[src/rtl/duck_game_pkg.sv]
// Shared state encoding and default game constants for the Duck Hunt round sequencer.
package duck_game_pkg;

  typedef enum logic [3:0] {
    S_IDLE      = 4'd0,
    S_INTRO     = 4'd1,
    S_LAUNCH    = 4'd2,
    S_FLY       = 4'd3,
    S_FALL      = 4'd4,
    S_ESCAPE    = 4'd5,
    S_TALLY     = 4'd6,
    S_ROUND_END = 4'd7,
    S_OVER      = 4'd8
  } state_t;

  localparam int DEF_DUCKS_PER_ROUND = 10;
  localparam int DEF_SHOTS_PER_DUCK  = 3;
  localparam int DEF_FLY_TICKS       = 480;
  localparam int DEF_PASS_HITS       = 6;
  localparam int DEF_POINTS_PER_HIT  = 500;

endpackage

[src/rtl/duck_round_sequencer_rise_detect.sv]
// Rising-edge detector: registered history, rise is current level AND NOT previous level.
module rise_detect (
  input  logic Clk,
  input  logic Reset,
  input  logic i_d,
  output logic o_rise
);

  logic r_q;

  always_ff @(posedge Clk or posedge Reset) begin
    if (Reset) r_q <= 1'b0;
    else       r_q <= i_d;
  end

  assign o_rise = i_d & ~r_q;

endmodule

[src/rtl/duck_round_sequencer.sv]
// Duck Hunt game scheduler: intro, launches, shots, escape/fall, round progression and HUD counters.
module duck_round_sequencer
  import duck_game_pkg::*;
#(
  parameter int DUCKS_PER_ROUND = DEF_DUCKS_PER_ROUND,
  parameter int SHOTS_PER_DUCK  = DEF_SHOTS_PER_DUCK,
  parameter int FLY_TICKS       = DEF_FLY_TICKS,
  parameter int PASS_HITS       = DEF_PASS_HITS,
  parameter int POINTS_PER_HIT  = DEF_POINTS_PER_HIT
) (
  input  logic        Clk,
  input  logic        Reset,
  input  logic        Anim_Tick,
  input  logic        Start,
  input  logic        Dog_Done,
  input  logic        Trigger,
  input  logic        Hit,
  input  logic        Duck_Offscreen,
  input  logic        Duck_Landed,
  output logic        Dog_Run,
  output logic        Duck_Launch,
  output logic        Duck_Shot,
  output logic        Duck_FlyAway,
  output logic        Game_Over,
  output logic [1:0]  Shots_Left,
  output logic [3:0]  Duck_Index,
  output logic [3:0]  Hits,
  output logic [15:0] Score,
  output logic [7:0]  Round,
  output logic [3:0]  State
);

  logic w_start_rise, w_trig_rise;

  rise_detect u_start_rd (.Clk(Clk), .Reset(Reset), .i_d(Start),   .o_rise(w_start_rise));
  rise_detect u_trig_rd  (.Clk(Clk), .Reset(Reset), .i_d(Trigger), .o_rise(w_trig_rise));

  state_t      r_state, w_next;
  logic        r_dog_run, r_launch, r_shot, r_flyaway, r_over;
  logic        w_dog_run, w_launch, w_shot;
  logic [1:0]  r_shots, w_shots;
  logic [3:0]  r_idx, w_idx, r_hits, w_hits;
  logic [15:0] r_score, w_score;
  logic [7:0]  r_round, w_round;
  logic [9:0]  r_timer, w_timer;
  logic [16:0] w_sum;
  logic        w_timeout;

  assign w_sum     = {1'b0, r_score} + 17'(POINTS_PER_HIT);
  assign w_timeout = Anim_Tick && (r_timer == 10'(FLY_TICKS - 1));

  always_comb begin
    w_next    = r_state;
    w_dog_run = 1'b0;
    w_launch  = 1'b0;
    w_shot    = 1'b0;
    w_shots   = r_shots;
    w_idx     = r_idx;
    w_hits    = r_hits;
    w_score   = r_score;
    w_round   = r_round;
    w_timer   = r_timer;
    case (r_state)
      S_IDLE, S_OVER: begin
        if (w_start_rise) begin
          w_score   = 16'd0;
          w_hits    = 4'd0;
          w_idx     = 4'd0;
          w_round   = 8'd1;
          w_dog_run = 1'b1;
          w_next    = S_INTRO;
        end
      end
      S_INTRO: if (Dog_Done) w_next = S_LAUNCH;
      S_LAUNCH: begin
        w_launch = 1'b1;
        w_shots  = 2'(SHOTS_PER_DUCK);
        w_timer  = 10'd0;
        w_next   = S_FLY;
      end
      S_FLY: begin
        if (Anim_Tick) w_timer = r_timer + 10'd1;
        // Hit beats out-of-shots beats timeout, even when all land in one cycle.
        if (w_trig_rise && (r_shots != 2'd0)) begin
          w_shots = r_shots - 2'd1;
          if (Hit) begin
            w_shot  = 1'b1;
            w_hits  = r_hits + 4'd1;
            w_score = w_sum[16] ? 16'hFFFF : w_sum[15:0];
            w_next  = S_FALL;
          end else if (r_shots == 2'd1 || w_timeout) begin
            w_next = S_ESCAPE;
          end
        end else if (w_timeout) begin
          w_next = S_ESCAPE;
        end
      end
      S_FALL:   if (Duck_Landed)    w_next = S_TALLY;
      S_ESCAPE: if (Duck_Offscreen) w_next = S_TALLY;
      S_TALLY: begin
        if (r_idx == 4'(DUCKS_PER_ROUND - 1)) begin
          w_next = S_ROUND_END;
        end else begin
          w_idx  = r_idx + 4'd1;
          w_next = S_LAUNCH;
        end
      end
      S_ROUND_END: begin
        if (r_hits >= 4'(PASS_HITS)) begin
          w_round   = (r_round == 8'hFF) ? r_round : r_round + 8'd1;
          w_hits    = 4'd0;
          w_idx     = 4'd0;
          w_dog_run = 1'b1;
          w_next    = S_INTRO;
        end else begin
          w_next = S_OVER;
        end
      end
      default: w_next = S_IDLE;
    endcase
  end

  always_ff @(posedge Clk or posedge Reset) begin
    if (Reset) begin
      r_state   <= S_IDLE;
      r_dog_run <= 1'b0;
      r_launch  <= 1'b0;
      r_shot    <= 1'b0;
      r_flyaway <= 1'b0;
      r_over    <= 1'b0;
      r_shots   <= 2'd0;
      r_idx     <= 4'd0;
      r_hits    <= 4'd0;
      r_score   <= 16'd0;
      r_round   <= 8'd0;
      r_timer   <= 10'd0;
    end else begin
      r_state   <= w_next;
      r_dog_run <= w_dog_run;
      r_launch  <= w_launch;
      r_shot    <= w_shot;
      r_flyaway <= (w_next == S_ESCAPE);
      r_over    <= (w_next == S_OVER);
      r_shots   <= w_shots;
      r_idx     <= w_idx;
      r_hits    <= w_hits;
      r_score   <= w_score;
      r_round   <= w_round;
      r_timer   <= w_timer;
    end
  end

  assign Dog_Run      = r_dog_run;
  assign Duck_Launch  = r_launch;
  assign Duck_Shot    = r_shot;
  assign Duck_FlyAway = r_flyaway;
  assign Game_Over    = r_over;
  assign Shots_Left   = r_shots;
  assign Duck_Index   = r_idx;
  assign Hits         = r_hits;
  assign Score        = r_score;
  assign Round        = r_round;
  assign State        = r_state;

endmodule

[config.mk]
export PLATFORM = sky130hd
export DESIGN_NAME = duck_round_sequencer
export DESIGN_NICKNAME = d
export VERILOG_FILES = /design/src/rtl/duck_game_pkg.sv /design/src/rtl/duck_round_sequencer_rise_detect.sv /design/src/rtl/duck_round_sequencer.sv
export SDC_FILE = /design/constraint.sdc
export NUM_CORES = 1
export LEC_CHECK = 0
export CAP_MARGIN = 20
export CELL_PAD_IN_SITES_DETAIL_PLACEMENT = 1
export CELL_PAD_IN_SITES_GLOBAL_PLACEMENT = 1
export CORE_ASPECT_RATIO = 1.75
export CORE_UTILIZATION = 42
export CTS_CLUSTER_DIAMETER = 200
export DETAILED_ROUTE_END_ITERATION = 12
export DONT_BUFFER_PORTS = 1
export GPL_ROUTABILITY_DRIVEN = 0
export HOLD_SLACK_MARGIN = 0.12
export PLACE_DENSITY_LB_ADDON = 0.25
export SLEW_MARGIN = 20
export SYNTH_ARGS = -nofsm -noshare
export SYNTH_HDL_FRONTEND = slang
export SYNTH_SLANG_ARGS = --single-unit
[constraint.sdc]
create_clock -name Clk -period 2.45 [get_ports Clk]
set_clock_uncertainty 0.05 [all_clocks]
set_input_delay 0.6125 -clock Clk [delete_from_list [all_inputs] [get_ports Clk]]
set_output_delay 0.6125 -clock Clk [all_outputs]
set_load 0.005 [all_outputs]
# ---- Yosys cells after proc, flatten, opt, wreduce, memory -nomap -nowiden
# Index checks and enable logic that the tools add are counted.
dict set report classes {
  addsub 6
  n_eq_ne 21
  n_reduce_logical 17
  magnitude_cmp 1
  n_mux 38
  n_bitwise 4
}
# operator count
set op_table {}
lappend op_table {{2-to-1 mux 16 bit} 4}
lappend op_table {{2-to-1 mux 4 bit} 14}
lappend op_table {{case mux 16 bit (2 select lines)} 1}
lappend op_table {{case mux 4 bit (8 select lines)} 1}
lappend op_table {{2-to-1 mux 8 bit} 3}
lappend op_table {{case mux 4 bit (3 select lines)} 2}
lappend op_table {{== test 4 x 3 -> 1 bit, second input constant} 5}
lappend op_table {{case mux 10 bit (2 select lines)} 1}
lappend op_table {{adder 16 x 9 -> 17 bit, second input constant} 1}
lappend op_table {{case mux 8 bit (2 select lines)} 1}
lappend op_table {{== test 4 bit, second input constant} 3}
lappend op_table {{inequality test 2 bit, second input constant} 6}
lappend op_table {{AND reduction 4 bit} 3}
lappend op_table {{adder 10 x 1 -> 10 bit, second input constant} 1}
lappend op_table {{== test 10 x 9 -> 1 bit, second input constant} 1}
lappend op_table {{2-to-1 mux 10 bit} 1}
lappend op_table {{adder 4 x 1 -> 4 bit, second input constant} 2}
lappend op_table {{adder 8 x 1 -> 8 bit, second input constant} 1}
lappend op_table {{== test 4 x 2 -> 1 bit, second input constant} 2}
lappend op_table {{== test 8 bit, second input constant} 1}
lappend op_table {{nonzero test 2 bit} 4}
lappend op_table {{2-to-1 mux 1 bit} 6}
lappend op_table {{nonzero test 3 bit} 2}
lappend op_table {{AND reduction 5 bit} 1}
lappend op_table {{other kinds (16)} 20}
dict set report totals {
  ff_bits 55
  out_inout_bits 43
  in_bits 9
}

# ---- Longest topological paths before layout
# Gate-level depths: netlist of the first run.
dict set report depth {
  depth_word 8
  ltp_mapped 9
  mapped_depth_nobuf 8
}

# ---- By module
# Synthesis of the first run repeated with hierarchy kept, for this count alone.
dict set report hier_totals {
  cells_unflattened 309
  area_unflattened_um2 2919.0
}
# module area_each_um2 seq_area_each_um2 instances cells_per_inst
set by_module_without_submodules {}
lappend by_module_without_submodules {duck_round_sequencer 2834.0 1301.2 1 303}
lappend by_module_without_submodules {rise_detect 42.5 25.0 2 3}

# ---- Worst setup path before layout of the first run
# No wires, ideal clock.
dict set report synth_timing {
  path_kind {register to register}
  startpoint {reg r_shots[0], in the netlist Shots_Left[0]}
  endpoint {reg r_score[10], in the netlist Score[10]}
  setup_slack_ns 0.403
  path_stages_with_launch 8
  path_buffers 0
  arrival_time_ns 1.862
  t_required_ns 2.264
  setup_time_ns 0.136
  cell_sequence {dfrtp_1 -> inv_1 -> ha_1 -> nor3b_2 -> a21oi_2 -> nor4_4 -> nor4b_1 -> nor3_1}
}
dict set report synth_via {
  elab_chain_len 4
}
# item line_no
set synth_lines {}
lappend synth_lines {{start: declaration} duck_round_sequencer.sv:41} ;# logic [1:0] r_shots, w_shots;
lappend synth_lines {{start signal: assignment} duck_round_sequencer.sv:144} ;# r_shots <= w_shots;
lappend synth_lines {{nonzero test 2 bit} duck_round_sequencer.sv:84} ;# if (w_trig_rise && (r_shots != 2'd0)) begin
lappend synth_lines {{logical AND 1 bit} duck_round_sequencer.sv:84}
lappend synth_lines {{inequality test 2 bit (no line)} -}
lappend synth_lines {{AND reduction 4 bit (no line)} -}
lappend synth_lines {{end signal: assignment} duck_round_sequencer.sv:147} ;# r_score <= w_score;
lappend synth_lines {{end: declaration} duck_round_sequencer.sv:43} ;# logic [15:0] r_score, w_score;
# No other way between the ends.
# A chain may end at the register's enable or synchronous reset.

# ---- Worst setup path in the final report of the first run
dict set report layout_timing {
  startpoint {reg r_shots[0], in the netlist Shots_Left[0]}
  endpoint {reg r_score[8], in the netlist Score[8]}
}
# Same word-level chain as after synthesis.

==> results of run 1 <==
## per-stage QoR
stage	utilization	hold slack, ps	total power, mW	setup slack [ps]
global placement	0.453	465	2.52	308
CTS	0.474	213	3.31	254
detailed placement	0.453	472	2.56	254
floorplan	-	420	2.20	403
global route	0.474	221	3.51	87.6
finish	0.474	201	3.28	271
## cells by family after synthesis
| group | count (synthesis) |
|---|---|
| multiplexers | 3 |
| AO/OA/AOI/OAI | 79 |
| flip-flops | 54 |
| adder cells (fa/ha/maj) | 9 |
| XOR/XNOR | 8 |
| AND/OR/NAND/NOR | 135 |
| buffers and inverters | 28 |
## sequential cells by signal (all words and copies together), names as in the netlist
name            cells
Hits                4
u_start_rd.r_q      1
State               4
Game_Over           1
Score              15
Duck_Shot           1
Duck_FlyAway        1
u_trig_rd.r_q       1
Shots_Left          2
r_timer            10
Round               8
Duck_Index          4
Duck_Launch         1
Dog_Run             1
## per-layer routing
| layer | up-vias | GRT usage |
|---|---|---|
| met2 | 45 | 0.456 |
| li1 | 1160 | - |
| met3 | 15 | 0.0565 |
| met1 | 1260 | 0.241 |
| met4 | 0 | 0.0950 |
| met5 | - | 0 |
## worst max path at each step
stage                     slack [ps]  cells past startpoint          start        end
after floorplan                  400                      7  Shots_Left[0]  Score[10]
after global placement           310                      9  Shots_Left[0]   Score[8]
after detailed placement         250                      9  Shots_Left[0]   Score[8]
after CTS                        250                      9  Shots_Left[0]   Score[8]
after global routing              90                      9  Shots_Left[0]   Score[8]
final                            270                      9  Shots_Left[0]   Score[8]
## Yosys cell counts (6+ instances only)
master	number
dfrtp_1	54
nand2_1	27
nor2_1	24
a21oi_1	21
o21ai_0	16
inv_1	12
nand3_1	11
nor3_1	11
ha_1	9
nand4_1	8
nor2b_1	7
buf_6	6
xor2_1	6
## power groups by stage
stage / clock [mW] / sequential [mW] / combinational (mW)
floorplan: 0 / 1.29 / 0.909
global placement: 0 / 1.38 / 1.14
detailed placement: 0 / 1.39 / 1.17
CTS: 0.747 / 1.38 / 1.19
global route: 0.784 / 1.42 / 1.31
finish: 0.730 / 1.37 / 1.18
## area by class of cell
cell class                 instances  area (um^2)
inverter                          13         50.0
timing repair buffer              12          103
clock buffer                       7          143
multi-input combinational        234         1540
tap                               84          105
sequential                        54         1350
clock inverter                     1         5.00
fill                             815         3660
## worst reg2reg max path: cells and delay by family, from the launching register on
| kind | cells | cell delay [ps] |
|---|---|---|
| AO/OA/AOI/OAI | 2 | 240 |
| buffers and inverters | 3 | 460 |
| adder cells (fa/ha/maj) | 1 | 210 |
| AND/OR/NAND/NOR | 3 | 680 |
| flip-flops | 1 | 430 |
==> flow_summary.toml, run 1 <==
[status]
outcome = "finished, final reports clean"

[clock_tree]
cts_setup_buffers = 0
root_buffer = "clkbuf_16"
cts-htree-levels = 2
cts_tree = "done"
cts_sinks = 54
cts.clk_slew.worst_paths_ps = 70
ctsHoldBuffers = 0
cts_max_path_buffers = 2
cts_inserted_buffers = 5
insertion_delay_ps = 300
post_cts_resized = 0

[synthesis]
synth_simple_gate_area_frac = 0.262
synth_area_um2 = 3060
synth_cells = 316
synth_top_flop_cell = "dfrtp_1"
muxShareOfSynthArea = 0.0102
yosysWarnings = 0
synth_top_area_share = 0.442
synth_xor_area_frac = 0.0229
synth_edf_count = 0
synth_top_family_by_area = "simple AND/OR/NAND/NOR gates"
yosys-top-cells-area = "dfrtp_1 44%, ha_1 3.7%, a21oi_1 3.4%"
syn_nets = 334
synth.avg_cell_area_um2 = 9.67
synth_compound_area_frac = 0.173
yosys.area_share.adder = 0.0368
ys_ff_latch = 54
ys_types = 67
synthArstFlopShare = 1.00
yosysSeqAreaShare = 0.442
synth_area_leader_cell = "dfrtp_1"

[route]
drc = 0
wl_met1_um = 2960
antenna_left = 0
wl_um = 8280
via_per_inst = 6.12
wl_met2_um = 4770
wl_per_cell_um = 20.5
drtIter0Drc = 85
dr.pass1.iters = 4
maxUsedRoutingLayer = "met4"
dr_wl_met3_um = 365
vias = 2480

[timing]
relSlewSlack = 0.615
slew_violations = 0
worst_pin_slew_ps = 570
tns_ps = 0
fin_crit_sh = 0.889
setup_viol = 0
max_freq_mhz = 459
period_needed_ps = 2180
finalHoldViolations = 0
rsz0062_at_grt = "false"

[floorplan]
fp.dieArea_um2 = 7640
start_util = 0.439
num_rows = 40
die_w_um = 66.5
dieHeight_um = 115
core_um2 = 6960
ios = 52

[critical_path]
cp_max_fo = 11
path_cells = "inv_1, ha_1, nor3b_2, buf_4, nand3_4, clkinv_2, and2_1, a31o_2, a21oi_1"
reg2reg_depth = 9
reg2reg_from = "Shots_Left[0]"
slowest_stage = "dfrtp_1"
critPathKind = "flop to flop"
crit_path_end_kind = "flop"
path_buf_inv = 3
r2r_end = "Score[8]"
arrival_ps = 2310
required_ps = 2580
worst_setup_path_start_kind = "flop"
cp_top_family = "simple AND/OR/NAND/NOR gates"
r2r_setup_slack_ps = 270
cpPeakStageDelay_ps = 430

[finish]
mostFrequentLayoutCells = "54 x dfrtp_1, 27 x nand2_1, 24 x nor2_1, 21 x a21oi_1, 16 x o21ai_0"
final_area_um2 = 3300
layout.nets = 338
drive_gt1_frac = 0.115
stdcell_count = 405
antennaDiodeCount = 0
area_delta_synth_final_pct = 7.98
layout_commonest_cell = "dfrtp_1"

[power]
p_per_area_nw_per_um2 = 995
clkPwrFrac = 0.222
cellInternalPower_mw = 1.95
p_leak_nw = 1.44
comb_power_share = 0.359
power.switching_mw = 1.33
seq_power_share = 0.419
vdd.ir_drop.worst_mv = 0.683
switching_share = 0.406

[grt]
antenna_found_initial = 0
grt_max_degree = 55
grt_pass1_vias = 2709
grtUsageTotal = 0.239
grt_pass1_wl_um = 13700
grt_remaining_overflow = 0

[place]
post-place-cells = 397
dp_hpwl_um = 6170
place_area_um2 = 3150
port_buffers = 0

[flow_run]
max_cap_viol_count = 0

[worst_hold_path]
hp-class = "input port to asynchronous set/reset pin"
No activity file was read; power rests on OpenSTA's default activity.
==> run 2, diff against run 1 <==
GPL_TIMING_DRIVEN = 0   (was not set)
==> run 2 against run 1 <==
Register-to-register slack lost 130 ps; maximum frequency is 5.7% lower; highest routed layer unchanged; via count grew 0.20%; largest power group unchanged; final cell count up 1.5%; worst setup slack worse by 130 ps; sequential share of layout area shrank 0.49 points.
==> flow_summary.toml, run 2 (synthesis results as in run 1) <==
[status]
outcome = "finished, final reports clean"

[timing]
finalHoldViolations = 0
slew_violations = 0
max_freq_mhz = 433
period_needed_ps = 2310
holdWs_ps = 244
rsz0062_at_grt = "false"
worst_slack_ps = 139
relSlewSlack = 0.538
fin_crit_sh = 0.943
tns_ps = 0
worst_pin_slew_ps = 693
setup_viol = 0

[critical_path]
reg2reg_depth = 7
r2r_setup_slack_ps = 140
required_ps = 2570
critPathKind = "flop to flop"
worst_setup_path_start_kind = "flop"
reg2reg_from = "Shots_Left[0]"
crit_path_end_kind = "flop"
r2r_end = "Score[10]"
arrival_ps = 2430
cp_max_fo = 6

[finish]
final_core_util = 0.480
mostFrequentLayoutCells = "54 x dfrtp_1, 27 x nand2_1, 24 x nor2_1, 21 x a21oi_1, 16 x o21ai_0"
area_delta_synth_final_pct = 9.29
layout_commonest_cell = "dfrtp_1"
final_area_um2 = 3340
nFillCells = 805
layout.nets = 344
antennaDiodeCount = 0
drive_gt1_frac = 0.116
largest_reg_flops = 15
stdcell_count = 411

[clock_tree]
cts.clk_slew.worst_paths_ps = 70
cts_tree = "done"
cts_sinks = 54
cts_max_path_buffers = 2
root_buffer = "clkbuf_16"
insertion_delay_ps = 300
cts_inserted_buffers = 5
cts-htree-levels = 2

[floorplan]
start_util = 0.439
ios = 52
fp.dieArea_um2 = 7640
die_w_um = 66.5
num_rows = 40
core_um2 = 6960
dieHeight_um = 115

[place]
dp_hpwl_um = 6010
port_buffers = 0
place_area_um2 = 3160
place_ws_ps = 46.4
post-place-cells = 400

[grt]
grt_pass1_wl_um = 13200
grtUsageTotal = 0.232
antenna_found_initial = 0
grt_max_degree = 55
grt_pass1_vias = 2577
grt_remaining_overflow = 0

[route]
drtIter0Drc = 116
antenna_left = 0
dr.pass1.iters = 4
drc = 0
wl_um = 8120
via_per_inst = 6.05
wl_per_cell_um = 19.8
vias = 2485

[power]
seq_power_share = 0.413
power_mw = 3.26
p_leak_nw = 1.46
comb_power_share = 0.360
vdd.ir_drop.worst_mv = 0.686
cellInternalPower_mw = 1.94
p_per_area_nw_per_um2 = 977
switching_share = 0.405
clkPwrFrac = 0.226
power.switching_mw = 1.32

[flow_run]
max_cap_viol_count = 0

[worst_hold_path]
hp-class = "input port to asynchronous set/reset pin"
[run 2: cell count changes in the layout (fill, tap and decap cells not counted)]
cell,before,now
buf_4,11,5
buf_6,0,6
clkbuf_1,1,6
buf_2,0,2
buf_12,1,0
inv_2,1,0
inv_4,0,1
nor3b_2,1,0
nor3b_4,0,1
[run 2: worst max-delay path by stage]
stage	slack [ps]	start	to
2_1_floorplan	400	Shots_Left[0]	Score[10]
3_3_place_gp	-220	Reset	Hits[3]
3_5_place_dp	50	Shots_Left[0]	Score[10]
4_1_cts	20	Shots_Left[0]	Score[10]
5_1_grt	20	Shots_Left[0]	Score[10]
6_report	140	Shots_Left[0]	Score[10]
[run 2: final cells by class]
cell class,instances,area (um^2),area share
Buffer,15,111,0.0333
Tap cell,84,105,0.0315
Multi-Input combinational cell,234,1550,0.464
Clock inverter,1,5.00,0.00150
Inverter,13,52.6,0.0157
Timing Repair Buffer,3,22.5,0.00674
Sequential cell,54,1350,0.404
Clock buffer,7,143,0.0427
[run 2: routing by layer]
layer,share of wire,wire [um],global-route usage
met1,0.38,3110,0.245
met4,0.030,244,0.102
met2,0.55,4440,0.420
met5,0,0,0
met3,0.041,333,0.0615
[run 2: power groups by stage]
| stage | combinational, mW | sequential, mW | clock (mW) |
|---|---|---|---|
| 2_1_floorplan | 0.909 | 1.29 | 0 |
| 3_3_place_gp | 1.14 | 1.36 | 0 |
| 3_5_place_dp | 1.17 | 1.37 | 0 |
| 4_1_cts | 1.18 | 1.35 | 0.762 |
| 5_1_grt | 1.32 | 1.39 | 0.798 |
| 6_report | 1.18 | 1.35 | 0.738 |
[run 2: timing repair]
item	in CTS	in global routing
setup buffers	0	3
resized for setup	0	1
hold buffers	0	0
endpoints found under the setup margin	0	5
[run 2: worst max-delay path, stage by stage, from the launching register on]
cell,delay (ps)
dfrtp_1,440
inv_1,90
ha_1,240
nor3b_4,320
a21oi_2,190
nor4_4,430
nor4b_1,340
nor3_1,70
==> run 3, diff against run 2 <==
--- a/constraint.sdc
+++ b/constraint.sdc
@@ -4,2 +4,2 @@
 set_output_delay 0.6125 -clock Clk [all_outputs]
-set_load 0.005 [all_outputs]
+set_load 0.02 [all_outputs]
==> run 3 against run 2 <==
Power rose by 5.0%; clock power barely moved; worst setup slack got worse by 49 ps; non-clock buffer count up 1; largest power group unchanged; highest routed layer unchanged.
==> flow_summary.toml, run 3 (synthesis results as in run 1) <==
[status]
outcome = "finished, final reports clean"

[timing]
fin_crit_sh = 0.963
worst_pin_slew_ps = 695
max_freq_mhz = 424
finalHoldViolations = 0
relSlewSlack = 0.537
setup_viol = 0
period_needed_ps = 2360
rsz0062_at_grt = "false"
slew_violations = 0
tns_ps = 0

[floorplan]
core_um2 = 6960
ios = 52
die_w_um = 66.5
fp.dieArea_um2 = 7640
dieHeight_um = 115
start_util = 0.439
num_rows = 40

[place]
port_buffers = 0
dp_hpwl_um = 6010
post-place-cells = 400

[clock_tree]
cts.clk_slew.worst_paths_ps = 70
insertion_delay_ps = 300
ctsHoldBuffers = 0
cts-htree-levels = 2
cts_sinks = 54
cts_inserted_buffers = 5
cts_tree = "done"
cts_max_path_buffers = 2
root_buffer = "clkbuf_16"

[critical_path]
crit_path_end_kind = "flop"
crit_start = "Shots_Left[1]"
arrival_ps = 2480
worst_setup_path_start_kind = "flop"
required_ps = 2570
r2r_setup_slack_ps = 90
cpPeakStageDelay_ps = 480
path_buf_inv = 1
slowest_stage = "dfrtp_1"
cp_max_fo = 6
path_cells = "inv_1, ha_1, nor3b_4, a21oi_2, nor4_4, nor4b_1, nor3_1"
cp_top_family = "simple AND/OR/NAND/NOR gates"
critPathKind = "flop to flop"
reg2reg_from = "Shots_Left[1]"

[finish]
antennaDiodeCount = 0
drive_gt1_frac = 0.122
mostFrequentLayoutCells = "53 x dfrtp_1, 27 x nand2_1, 24 x nor2_1, 21 x a21oi_1, 16 x o21ai_0"
largest_reg_flops = 15
layout.nets = 345
stdcell_count = 412
layout_commonest_cell = "dfrtp_1"
area_delta_synth_final_pct = 9.58

[power]
p_per_area_nw_per_um2 = 1020
p_leak_nw = 1.46
vdd.ir_drop.worst_mv = 0.733
power_mw = 3.43

[grt]
grt_remaining_overflow = 0
grt_pass1_wl_um = 13300
grtUsageTotal = 0.234
grt_pass1_vias = 2601
grt_max_degree = 55
antenna_found_initial = 0

[route]
vias = 2491
antenna_left = 0
wl_um = 8170
dr.pass1.iters = 4
wl_per_cell_um = 19.8
drc = 0
drtIter0Drc = 124
via_per_inst = 6.05

[flow_run]
max_cap_viol_count = 0

[worst_hold_path]
hp-class = "input port to asynchronous set/reset pin"
run 3: final timing paths:
check                      cells after the start       endpoint
min reg2reg                                    1     r_timer[0]
max reg2reg                                    7      Score[10]
min                                            1      Score[10]
max in group asynchronous                      1  Shots_Left[0]
max                                            7      Score[10]
min in group Clk                               0  u_trig_rd.r_q
run 3: report_power, final:
part	internal (mW)	switching, mW	total, mW
Sequential	1.06	0.444	1.51
Combinational	0.470	0.709	1.18
Clock	0.407	0.332	0.738
Total	1.94	1.48	3.43
run 3: per-stage QoR:
stage               utilization  hold slack, ps  area (um^2)  setup slack [ps]
global route              0.481             269         3350             0.713
CTS                       0.477             270         3320              5.32
floorplan                     -             423         3060               282
detailed placement        0.455             465         3160             -75.8
global placement          0.454             449         3160              -219
finish                    0.481             246         3350              89.8
run 3: area by class of cell:
| cell class | count | area [um^2] |
|---|---|---|
| plain buffers | 15 | 111 |
| clock buffers | 7 | 143 |
| clock inverters | 1 | 5.00 |
| fillers | 804 | 3610 |
| inverters | 13 | 52.6 |
| multi-input cells | 234 | 1550 |
| flip-flops and latches | 54 | 1350 |
| well taps | 84 | 105 |
| repair buffers | 4 | 30.0 |
run 3: routing by layer:
metal	wire length [um]	GRT usage	share of wire
met5	0	0	0
met3	323	0.0615	0.040
met2	4450	0.423	0.54
met4	244	0.102	0.030
met1	3160	0.247	0.39
run 3: worst register-to-register path: stages (launching register included):
cell,delay (ps)
dfrtp_1,480
inv_1,130
ha_1,240
nor3b_4,320
a21oi_2,190
nor4_4,390
nor4b_1,340
nor3_1,80
run 3: repair_timing:
action / in CTS / in global routing
gates cloned: 0 / 0
setup endpoints to repair: 3 / 6
buffers inserted: 0 / 4
resized for setup: 1 / 1
pin swaps: 0 / 2
